**config.mk**
```make
export PLATFORM = sky130hd
export DESIGN_NAME = alu_hold_flat
export DESIGN_NICKNAME = d
export VERILOG_FILES = /design/src/rtl/alu_hold_if.sv /design/src/rtl/alu_hold.sv /design/src/flat_wrapper.sv
export SDC_FILE = /design/constraint.sdc
export NUM_CORES = 1
export LEC_CHECK = 0
export ABC_AREA = 1
export BUFFER_PORTS_ARGS = -buffer_cell sky130_fd_sc_hd__buf_2
export CAP_MARGIN = 25
export CORE_MARGIN = 4
export CORE_UTILIZATION = 35
export CTS_CLUSTER_SIZE = 40
export DETAILED_ROUTE_END_ITERATION = 10
export HOLD_SLACK_MARGIN = 0.12
export PLACE_DENSITY = 0.62
export SYNTH_ARGS = -nofsm -noshare
export SYNTH_HDL_FRONTEND = slang
export SYNTH_SLANG_ARGS = --single-unit
```
**constraint.sdc**
```tcl
create_clock -name i_clk -period 4.9 [get_ports i_clk]
set_input_delay 0.98 -clock i_clk [delete_from_list [all_inputs] [get_ports i_clk]]
set_output_delay 0.98 -clock i_clk [all_outputs]
set_load 0.02 [all_outputs]
```
**src/rtl/alu_hold_if.sv**
```systemverilog
// ALU hold bus: operand buses, load strobes, op select and held result.
// The master drives buses and strobes; the ALU (slave) returns the result.
interface alu_hold_if;
  logic [7:0] i_db;
  logic [7:0] i_sb;
  logic [7:0] i_adl;
  logic       i_load_ai_sb;
  logic       i_load_ai_zero;
  logic       i_load_bi_db;
  logic       i_load_bi_db_n;
  logic       i_load_bi_adl;
  logic [2:0] i_op;
  logic       i_carry_in;
  logic       i_daa;
  logic       i_dsa;
  logic       i_execute;
  logic [7:0] o_add;
  logic       o_acr;
  logic       o_avr;
  logic       o_hc;

  modport master (
    output i_db, i_sb, i_adl,
    output i_load_ai_sb, i_load_ai_zero,
    output i_load_bi_db, i_load_bi_db_n, i_load_bi_adl,
    output i_op, i_carry_in, i_daa, i_dsa, i_execute,
    input  o_add, o_acr, o_avr, o_hc
  );

  modport slave (
    input  i_db, i_sb, i_adl,
    input  i_load_ai_sb, i_load_ai_zero,
    input  i_load_bi_db, i_load_bi_db_n, i_load_bi_adl,
    input  i_op, i_carry_in, i_daa, i_dsa, i_execute,
    output o_add, o_acr, o_avr, o_hc
  );
endinterface

```
**src/rtl/alu_hold.sv**
```systemverilog
// 6502 ALU: AI/BI operand latches, binary/BCD adder, logic ops,
// shift right, and a hold register for the result and flags.
module alu_hold #(
  parameter logic [7:0] ADD_RESET = 8'h00
) (
  input logic       i_clk,
  input logic       i_reset_n,
  alu_hold_if.slave bus
);

  typedef enum logic [2:0] {
    OP_SUMS = 3'd0,
    OP_ANDS = 3'd1,
    OP_EORS = 3'd2,
    OP_ORS  = 3'd3,
    OP_SRS  = 3'd4
  } op_e;

  logic [7:0] ai_q, ai_d;
  logic [7:0] bi_q, bi_d;
  logic [7:0] add_q, add_d;
  logic       acr_q, acr_d;
  logic       avr_q, avr_d;
  logic       hc_q, hc_d;

  logic [8:0] s9;
  logic [7:0] bin;
  logic       bc, bh, bv;
  logic       dadd, dsub;
  logic [7:0] lo_adj;
  logic       hi_fix;
  logic [7:0] dec_add;
  logic [7:0] dec_sub;
  logic [7:0] res;
  logic       res_c, res_v, res_h;

  always_comb begin
    ai_d = ai_q;
    if (bus.i_load_ai_zero)
      ai_d = 8'h00;
    else if (bus.i_load_ai_sb)
      ai_d = bus.i_sb;
  end

  always_comb begin
    bi_d = bi_q;
    if (bus.i_load_bi_adl)
      bi_d = bus.i_adl;
    else if (bus.i_load_bi_db_n)
      bi_d = ~bus.i_db;
    else if (bus.i_load_bi_db)
      bi_d = bus.i_db;
  end

  // Half-carry is the carry into bit 4, recovered from the sum.
  assign s9  = {1'b0, ai_q} + {1'b0, bi_q} + {8'h00, bus.i_carry_in};
  assign bin = s9[7:0];
  assign bc  = s9[8];
  assign bh  = s9[4] ^ ai_q[4] ^ bi_q[4];
  assign bv  = (ai_q[7] == bi_q[7]) && (bin[7] != ai_q[7]);

  assign dadd = bus.i_daa & ~bus.i_dsa;
  assign dsub = bus.i_dsa & ~bus.i_daa;

  assign lo_adj  = (bh || (bin[3:0] > 4'd9)) ? bin + 8'h06 : bin;
  assign hi_fix  = bc || (lo_adj[7:4] > 4'd9);
  assign dec_add = hi_fix ? lo_adj + 8'h60 : lo_adj;
  assign dec_sub = bin - (bh ? 8'h00 : 8'h06)
                       - (bc ? 8'h00 : 8'h60);

  always_comb begin
    res   = 8'h00;
    res_c = 1'b0;
    res_v = 1'b0;
    res_h = 1'b0;
    unique case (1'b1)
      (bus.i_op == OP_SUMS): begin
        res_v = bv;
        res_h = bh;
        if (dadd) begin
          res   = dec_add;
          res_c = bc | hi_fix;
        end else if (dsub) begin
          res   = dec_sub;
          res_c = bc;
        end else begin
          res   = bin;
          res_c = bc;
        end
      end
      (bus.i_op == OP_ANDS): res = ai_q & bi_q;
      (bus.i_op == OP_EORS): res = ai_q ^ bi_q;
      (bus.i_op == OP_ORS):  res = ai_q | bi_q;
      (bus.i_op == OP_SRS): begin
        res   = {bus.i_carry_in, ai_q[7:1]};
        res_c = ai_q[0];
      end
      default: ;
    endcase
  end

  always_comb begin
    add_d = add_q;
    acr_d = acr_q;
    avr_d = avr_q;
    hc_d  = hc_q;
    if (bus.i_execute) begin
      add_d = res;
      acr_d = res_c;
      avr_d = res_v;
      hc_d  = res_h;
    end
  end

  always_ff @(posedge i_clk) begin
    if (!i_reset_n) begin
      ai_q  <= 8'h00;
      bi_q  <= 8'h00;
      add_q <= ADD_RESET;
      acr_q <= 1'b0;
      avr_q <= 1'b0;
      hc_q  <= 1'b0;
    end else begin
      ai_q  <= ai_d;
      bi_q  <= bi_d;
      add_q <= add_d;
      acr_q <= acr_d;
      avr_q <= avr_d;
      hc_q  <= hc_d;
    end
  end

  assign bus.o_add = add_q;
  assign bus.o_acr = acr_q;
  assign bus.o_avr = avr_q;
  assign bus.o_hc  = hc_q;

endmodule

```
**src/flat_wrapper.sv**
```systemverilog
// flat-port wrapper written by rule: the top's interface ports become plain ports
module alu_hold_flat 
#(
  parameter logic [7:0] ADD_RESET = 8'h00
)
  (i_clk, i_reset_n, bus_i_db, bus_i_sb, bus_i_adl, bus_i_load_ai_sb, bus_i_load_ai_zero, bus_i_load_bi_db, bus_i_load_bi_db_n, bus_i_load_bi_adl, bus_i_op, bus_i_carry_in, bus_i_daa, bus_i_dsa, bus_i_execute, bus_o_add, bus_o_acr, bus_o_avr, bus_o_hc);
  alu_hold_if bus_i ();
  input logic i_clk;
  input logic i_reset_n;
  input wire logic [$bits(bus_i.i_db)-1:0] bus_i_db;
  input wire logic [$bits(bus_i.i_sb)-1:0] bus_i_sb;
  input wire logic [$bits(bus_i.i_adl)-1:0] bus_i_adl;
  input wire logic [$bits(bus_i.i_load_ai_sb)-1:0] bus_i_load_ai_sb;
  input wire logic [$bits(bus_i.i_load_ai_zero)-1:0] bus_i_load_ai_zero;
  input wire logic [$bits(bus_i.i_load_bi_db)-1:0] bus_i_load_bi_db;
  input wire logic [$bits(bus_i.i_load_bi_db_n)-1:0] bus_i_load_bi_db_n;
  input wire logic [$bits(bus_i.i_load_bi_adl)-1:0] bus_i_load_bi_adl;
  input wire logic [$bits(bus_i.i_op)-1:0] bus_i_op;
  input wire logic [$bits(bus_i.i_carry_in)-1:0] bus_i_carry_in;
  input wire logic [$bits(bus_i.i_daa)-1:0] bus_i_daa;
  input wire logic [$bits(bus_i.i_dsa)-1:0] bus_i_dsa;
  input wire logic [$bits(bus_i.i_execute)-1:0] bus_i_execute;
  output wire logic [$bits(bus_i.o_add)-1:0] bus_o_add;
  output wire logic [$bits(bus_i.o_acr)-1:0] bus_o_acr;
  output wire logic [$bits(bus_i.o_avr)-1:0] bus_o_avr;
  output wire logic [$bits(bus_i.o_hc)-1:0] bus_o_hc;
  assign bus_i.i_db = bus_i_db;
  assign bus_i.i_sb = bus_i_sb;
  assign bus_i.i_adl = bus_i_adl;
  assign bus_i.i_load_ai_sb = bus_i_load_ai_sb;
  assign bus_i.i_load_ai_zero = bus_i_load_ai_zero;
  assign bus_i.i_load_bi_db = bus_i_load_bi_db;
  assign bus_i.i_load_bi_db_n = bus_i_load_bi_db_n;
  assign bus_i.i_load_bi_adl = bus_i_load_bi_adl;
  assign bus_i.i_op = bus_i_op;
  assign bus_i.i_carry_in = bus_i_carry_in;
  assign bus_i.i_daa = bus_i_daa;
  assign bus_i.i_dsa = bus_i_dsa;
  assign bus_i.i_execute = bus_i_execute;
  assign bus_o_add = bus_i.o_add;
  assign bus_o_acr = bus_i.o_acr;
  assign bus_o_avr = bus_i.o_avr;
  assign bus_o_hc = bus_i.o_hc;
  alu_hold #(.ADD_RESET(ADD_RESET)) u_core (.i_clk(i_clk), .i_reset_n(i_reset_n), .bus(bus_i));
endmodule
```
# Word level (Yosys, flattened, before mapping)
# Cells that the tools add are included.
# totals
reg_bits	27
input_bits	38
out_inout_bits	11
word_cells	52
# classes
add_sub_neg	6
magnitude_cmp	2
eq_ne	6
n_mux	14
bitwise_logic	12
reduce_logical	6
# op_table
op	n
8-bit 2-to-1 mux	7
8-bit one-hot mux with 5 select lines	1
8-bit subtractor	2
8-bit by 8-bit adder with 9-bit output	1
9-bit by 1-bit adder with 9-bit output	1
8-bit by 3-bit adder with 8-bit output, second input constant	1
8-bit by 7-bit adder with 8-bit output, second input constant	1
8-bit AND	1
4-bit > comparator, second input constant	2
8-bit inverter	1
8-bit OR	1
8-bit XOR	1
7-bit 2-to-1 mux	1
3-bit by 2-bit equality test with 1-bit output, second input constant	2
3-bit by 1-bit equality test with 1-bit output, second input constant	1
3-bit equality test, second input constant	1
3-bit zero test	1
1-bit 2-to-1 mux	3
3-bit 2-to-1 mux	1
1-bit inverter	3
3-bit nonzero test	1
1-bit AND	2
1-bit logical OR	2
1-bit one-hot mux with 2 select lines	1
other kinds (6)	7

# Logic depth before layout (Yosys ltp)
# Gate-level depths: netlist of run 1.
# logic_depth
depth_word	11
mapped_depth	25
mapped_depth_nobuf	25

# Worst setup path after synthesis of run 1
# No wires, ideal clock.
# synth_path
path_type	input -> register
start	in bus_i_carry_in
end	reg u_core.add_q[7], in the netlist u_core.bus.o_add[7]
setup_time_ns	0.118
t_arrival_ns	3.676
t_required_ns	4.782
path_slack_ns	1.106
path_stages	25
n_path_buf	0
path_cell_list	fa_1 -> inv_1 -> fa_1 -> inv_1 -> nand2_2 -> nand2_2 -> nand3_4 -> nand2_4 -> nand2_2 -> nand2_1 -> inv_1 -> ha_1 -> inv_1 -> ha_1 -> nand2_1 -> nand3b_1 -> o21ai_1 -> a21o_1 -> nand3_1 -> a21oi_1 -> o21ai_1 -> nand3_1 -> nand2_1 -> nand2_1 -> a21oi_1
# synth_via
elab_chain_len	10
word_cells_on_any_way	18
classes_between	add/sub: 5; order compare: 2; mux: 7; bitwise: 2; reduce/logical: 2
# synth_rtl
item	line	text
from (decl)	flat_wrapper.sv:19	input wire logic [$bits(bus_i.i_carry_in)-1:0] bus_i_carry_in;
parallel branches: the longest is 9 deep, another holds 9-bit by 1-bit adder with 9-bit output	--	
8-bit one-hot mux with 5 select lines (*)	alu_hold.sv:76	unique case (1'b1)
to (signal assigned)	alu_hold.sv:119	add_q <= ADD_RESET;
to (signal assigned)	alu_hold.sv:126	add_q <= add_d;
to (decl)	alu_hold.sv:21	logic [7:0] add_q, add_d;
# Every way passes the cells marked *.
# A chain may end at the register's enable or synchronous reset.

# Final worst setup path of run 1
# Ends and elaborated chain as after synthesis.

==> out/metrics.yaml, run 1 <==
synth_area_um2: 2630
ys_ff_latch: 27
cts_inserted_buffers: 3
synth_top_area_share: 0.206
reg2reg_to: "u_core.bus.o_add[6]"
busiest_layer: "met2"
powerDensity_nw_per_um2: 218
synth-main-ff-cell: "dfxtp_1"
ctsResizeCount: 0
vias_per_cell: 4.92
dpl.hpwl_um: 5570
stdcell_area_um2: 2970
drt-initial-drc-count: 92
clk_latency_ns: 0.28
synth_top_family_by_area: "simple AND/OR/NAND/NOR gates"
die_h_um: 94.6
gp_congestion: 0.861
ir_drop_mv: 0.104
ios: 49
yosys.area_share.adder: 0.130
drt_pass1_iterations: 4
grt_first_pass_wirelength_um: 11300
required_ns: 5.07
syn2layout_area_growth_pct: 13.3
reg2reg_depth: 23
arrival_ns: 4.23
crit_type: "input port to flip-flop"
hold_buffers: 0
synth.most_common_cell: "nand2_1"
grt_max_degree: 18
detail-route-antenna-nets: 0
initial_core_util: 0.362
r2r_slack_ns: 1.22
total_power_uw: 649
p_int_uw: 392
via_count: 2557
crit_family: "adder cells"
cpMaxStageDelayCell: "fa_1"
critPathBufInv: 4
drive_above_1_share: 0.211
postCtsSetupBuffers: 0
p_comb_frac: 0.429
sw_frac_of_total: 0.395
seqCellArea_um2: 541
worstReg2RegStart: "u_core.ai_q[0]"
crit_path_max_incr_delay_ns: 0.50
coreArea_um2: 7250
ys_seq_area_frac: 0.206
dieArea_um2: 8950
post-route-drc-count: 0
hp-class: "flip-flop to flip-flop"
wl_per_cell_um: 12.8
synth_cell_type_count: 38
synth_common_cells: "69 x nand2_1, 59 x inv_1, 31 x a21oi_1"
std_cell_rows: 31
grtUsageTotal: 0.156
final_max_slew_viol_count: 0
synthArstFlopShare: 0
hold_end: "u_core.bus.o_add[1]"
gr-usage-met2: 0.256
hold_depth: 2
syn_inst: 377
clockBufferDepth: 2
cts.clk_slew.worst_paths_ns: 0.10
synth_edf_count: 0
multi_input_area_um2: 1770
fin_crit_ns: 4.06
antenna_found_initial: 0
crit_fanout: 7
yosys_warnings: 0
worst_slack_ns: 0.840
yosys.area_share.simple: 0.294
cap_violations: 0
yosys-top-cells-area: "dfxtp_1 21%, ha_1 11%, nand2_1 9.9%"
p_switching_uw: 256
endpoint_kind: "flip-flop"
synthMuxAreaShare: 0
pre_cts_ws_ns: 0.549
finalHoldViolCount: 0
syn_avg_cell_area_um2: 6.96
p_clk_frac: 0.204
setup_tns_ns: 0
grt_use_met3: 0.0247
dpl-instance-area_um2: 2920
grt-ovfl-total: 0
max_slew_margin: 0.436
outcome: "finished, final reports clean"
start_kind: "input port"
crit_top_cell: "nand2_1"
antennaDiodeCount: 0
port_buffers: 48
yosysTopAreaCell: "dfxtp_1"
nets: 486
grt_pass1_vias: 2482
hp-start: "u_core.bus.o_add[1]"
finalSetupViolations: 0
cts.sinks: 27
die_width_um: 94.6
leakagePower_uw: 0.00142
fmax_ghz: 0.246
path_cells: "buf_2 > fa_1 > inv_1 > fa_1 > inv_1 > nand2_1 > nand3_1 > nand2_2 > nand2_1 > a21oi_1 > ha_1 > inv_1 > ha_1 > o21ai_1 > a21o_1 > nand3_1 > a21oi_1 > o21ai_1 > nand3_1 > nand2_1 > nand2_1 > a21oi_1"
cts.htree.levels: 1
synth_compound_area_frac: 0.186
rsz0062_at_grt: "false"
clock_skew_ns: 0.00954
tightest_slew_ns: 0.839
fillers: 784
pwr-share-seq: 0.367
drt-total-wl_um: 6640
use_met1: 0.207
clk_root_buffer_cell: "clkbuf_8"
fin_util: 0.410
fin_crit_sh: 0.829
synthXorXnorAreaFrac: 0.0634
crit_cells: 22
synth_fp_nets: 441
cts_tree: "yes"
[state kept, by name (all words and copies together), names as in the netlist]
| register | count |
|---|---|
| u_core.bi_q | 8 |
| u_core.bus.o_add | 8 |
| u_core.ai_q | 8 |
| u_core.bus.o_hc | 1 |
| u_core.bus.o_acr | 1 |
| u_core.bus.o_avr | 1 |
[logic make-up after synthesis]
kind of cell             count (synthesis)
AND/OR/NAND/NOR                        152
AO/OA/AOI/OAI                           82
buffers and inverters                   74
flip-flops                              27
adder cells (fa/ha/maj)                 26
XOR/XNOR                                16
[worst max-delay path by stage]
stage | startpoint | slack, ns | to
global route | bus_i_carry_in | 0.52 | u_core.bus.o_add[7]
CTS | bus_i_carry_in | 0.85 | u_core.bus.o_add[7]
finish | bus_i_carry_in | 0.84 | u_core.bus.o_add[7]
global placement | bus_i_carry_in | 0.70 | u_core.bus.o_add[7]
detailed placement | bus_i_carry_in | 0.55 | u_core.bus.o_add[7]
floorplan | bus_i_carry_in | 1.11 | u_core.bus.o_add[7]
[power groups by stage]
stage	clock network [uW]	logic [uW]	registers, uW
2_1_floorplan	0	209	246
6_report	132	278	238
3_3_place_gp	0	271	243
3_5_place_dp	0	276	243
4_1_cts	138	278	238
5_1_grt	146	317	240
[final cells by class]
class | instances | area share
multi-input combinational | 276 | 0.595
sequential | 27 | 0.182
timing repair buffer | 49 | 0.0833
inverter | 65 | 0.0821
tap | 99 | 0.0417
clock buffer | 3 | 0.0139
clock inverter | 1 | 0.00253
[layer usage]
layer | up-vias | wire (um)
met5 | - | 0
li1 | 1342 | -
met4 | 0 | 147
met1 | 1142 | 3220
met3 | 12 | 327
met2 | 61 | 2950
[layout by cell type, fill, tap and decap left out, drive strengths merged, types with 2 or more instances in the layout]
master | Yosys | final
a21oi | 32 | 32
a221oi | 7 | 7
a31oi | 5 | 5
buf | 2 | 49
clkbuf | 7 | 3
clkinv | 2 | 2
dfxtp | 27 | 27
fa | 2 | 2
ha | 24 | 24
inv | 63 | 63
nand2 | 88 | 88
nand3 | 29 | 29
nand3b | 2 | 2
nand4 | 6 | 6
nor2 | 20 | 20
nor3 | 7 | 7
o211ai | 3 | 3
o21ai | 20 | 20
o221ai | 5 | 5
o22ai | 7 | 7
xnor2 | 3 | 3
xor2 | 13 | 13
[worst register-to-register path, cell delays in order, from the launching register on]
cell	delay, ns
dfxtp_1	0.42
fa_1	0.30
inv_1	0.08
fa_1	0.41
inv_1	0.12
nand3_1	0.12
nand3_4	0.15
nand2_4	0.08
nand2_2	0.09
nand2_1	0.07
inv_1	0.11
ha_1	0.16
inv_1	0.04
ha_1	0.31
inv_1	0.06
nor3_1	0.19
inv_1	0.08
nand4_1	0.11
o21ai_0	0.09
a21oi_1	0.15
o31ai_1	0.08
o21ai_1	0.17
nand2_1	0.07
a21oi_1	0.12
[per-stage QoR]
stage | cells | hold slack (ns)
after floorplan | 377 | 0.470
after global placement | 516 | 0.451
after detailed placement | 516 | 0.454
after CTS | 520 | 0.470
after global routing | 520 | 0.484
final | 520 | 0.469
(Power assumes the default switching activity.)
==> run 2: changes to the inputs <==
==> constraint.sdc (replaced) <==
create_clock -name i_clk -period 3.85 [get_ports i_clk]
set_input_delay 0.77 -clock i_clk [delete_from_list [all_inputs] [get_ports i_clk]]
set_output_delay 0.77 -clock i_clk [all_outputs]
set_load 0.02 [all_outputs]
==> out/metrics.yaml, run 2 (synthesis gave the netlist of run 1 again) <==
outcome: "finished, final reports clean"  # unchanged
fillers: 794  # was 784
grtUsageTotal: 0.158  # was 0.156
cts_inserted_buffers: 3  # unchanged
fmax_ghz: 0.285
whs_ns: 0.468  # was 0.469 ns
crit_path_max_incr_delay_ns: 0.40  # was 0.50 ns
port_buffers: 48  # unchanged
detail-route-antenna-nets: 0  # unchanged
vias_per_cell: 4.87  # was 4.92
worstReg2RegStart: "u_core.ai_q[0]"  # unchanged
drt-initial-drc-count: 102  # was 92
crit_top_cell: "nand2_1"  # unchanged
via_count: 2577  # was 2,557
layout_common_cells: "69 x nand2_1, 58 x inv_1, 48 x buf_2, 30 x a21oi_1, 27 x dfxtp_1"  # was 69 x nand2_1, 59 x inv_1, 48 x buf_2, 31 x a21oi_1, 27 x dfxtp_1
clk_latency_ns: 0.28  # about the same
dieArea_um2: 8950  # unchanged
dpl.hpwl_um: 5630  # was 5570 um
worst_slack_ns: 0.343  # was 0.840 ns
pwr-share-seq: 0.359  # was 0.367
die_h_um: 94.6  # unchanged
ir_drop_mv: 0.128  # was 0.104 mV
initial_core_util: 0.362  # unchanged
grt_first_pass_wirelength_um: 11500  # was 11,300 um
ios: 49  # unchanged
dpl.cell_count: 525  # was 516
instances_no_fill: 529  # was 520
max_slew_margin: 0.460  # was 0.436
endpoint_kind: "flip-flop"  # unchanged
fin_crit_ns: 3.51
cts.clk_slew.worst_paths_ns: 0.10  # about the same
drt-total-wl_um: 6710  # was 6640 um
gp_congestion: 0.897  # was 0.861
cts.htree.levels: 1  # unchanged
start_kind: "input port"  # unchanged
wl_per_cell_um: 12.7  # was 12.8 um
reg2reg_depth: 23  # unchanged
p_int_uw: 515  # was 392 uW
r2r_slack_ns: 0.50  # was 1.22 ns
fin_crit_sh: 0.911
final_max_slew_viol_count: 0  # unchanged
rsz0062_at_grt: "false"  # unchanged
drt_pass1_iterations: 4  # unchanged
clock_skew_ns: 0.0109  # was 0.00954 ns
grt_pass1_vias: 2567  # was 2,482
leakagePower_uw: 0.00146  # was 0.00142 uW
coreArea_um2: 7250  # unchanged
nets: 495  # was 486
hp-class: "flip-flop to flip-flop"  # unchanged
arrival_ns: 3.67  # was 4.23 ns
crit_family: "adder cells"  # unchanged
reg2reg_to: "u_core.bus.o_add[7]"  # was u_core.bus.o_add[6]
grt-ovfl-total: 0  # unchanged
finalHoldViolCount: 0  # unchanged
antenna_found_initial: 0  # unchanged
clockBufferDepth: 2  # unchanged
tightest_slew_ns: 0.803  # was 0.839 ns
sw_frac_of_total: 0.391  # was 0.395
hp-start: "u_core.bus.o_add[3]"  # was u_core.bus.o_add[1]
critPathBufInv: 5  # was 4
grt_max_degree: 18  # unchanged
total_power_uw: 845  # was 649 uW
p_comb_frac: 0.444  # was 0.429
cts_tree: "yes"  # unchanged
cpMaxStageDelayCell: "fa_2"  # was fa_1
antennaDiodeCount: 0  # unchanged
std_cell_rows: 31  # unchanged
layout_commonest_cell: "nand2_1"  # unchanged
crit_fanout: 3  # was 7
hold_end: "u_core.bus.o_add[3]"  # was u_core.bus.o_add[1]
clk_root_buffer_cell: "clkbuf_8"  # unchanged
die_width_um: 94.6  # unchanged
hold_depth: 2  # unchanged
post-route-drc-count: 0  # unchanged
syn2layout_area_growth_pct: 16.3  # was 13.3%
drive_above_1_share: 0.240  # was 0.211
finalSetupViolations: 0  # unchanged
crit_type: "input port to flip-flop"  # unchanged
pre_cts_ws_ns: -0.0744  # was 0.549 ns
required_ns: 4.01  # was 5.07 ns
p_switching_uw: 330  # was 256 uW
cap_violations: 0  # unchanged
powerDensity_nw_per_um2: 277  # was 218 nW/um2
p_clk_frac: 0.197  # was 0.204
cts.sinks: 27  # unchanged
hold_buffers: 0  # unchanged
==> run 2: repair_timing <==
item / CTS / global route
setup endpoints to repair: 0 / 2
buffers inserted: 0 / 0
resized for setup: 0 / 5
hold endpoints to repair: 0 / 0
==> run 2: tightest hold or removal path, stage by stage, from the launching register on <==
cell and delay [ns]:
dfxtp_1 0.32, nand2_1 0.06, a21oi_1 0.05
==> run 2: final cells by class <==
cell class	count	area, um2	share of cell area
well taps	99	124	0.0406
flip-flops and latches	27	541	0.177
inverters	65	244	0.0799
clock buffers	3	41.3	0.0135
multi-input cells	276	1780	0.583
clock inverters	1	7.51	0.00246
repair buffers	58	315	0.103
==> run 2: power by group through the flow <==
stage               combinational, uW  clock, uW  sequential, uW
floorplan                         266          0             313
global placement                  362          0             309
detailed placement                369          0             310
CTS                               371        171             303
global route                      427        182             305
finish                            376        167             303
==> run 2: worst max path at each step <==
stage                         from                   to  slack (ns)  cells after the start
floorplan           bus_i_carry_in  u_core.bus.o_add[7]        0.27                     25
global placement    bus_i_carry_in  u_core.bus.o_add[7]        0.04                     25
detailed placement  bus_i_carry_in  u_core.bus.o_add[7]       -0.07                     25
CTS                 bus_i_carry_in  u_core.bus.o_add[7]        0.24                     25
global route        bus_i_carry_in  u_core.bus.o_add[7]        0.06                     25
finish              bus_i_carry_in  u_core.bus.o_add[7]        0.34                     25
==> run 2: metal layers <==
layer  global-route usage  up-vias  share of wire
li1                     -     1358              -
met1                0.204     1148           0.48
met2                0.275       63           0.46
met3               0.0287        8          0.051
met4               0.0325        0          0.014
met5                    0        -              0
==> run 2: through the flow <==
stage               utilization  instance area [um2]  TNS [ns]
finish                    0.421                 3050         0
global route              0.421                 3050         0
CTS                       0.419                 3040         0
detailed placement        0.412                 2990   -0.0744
global placement          0.412                 2990         0
floorplan                     -                 2630         0
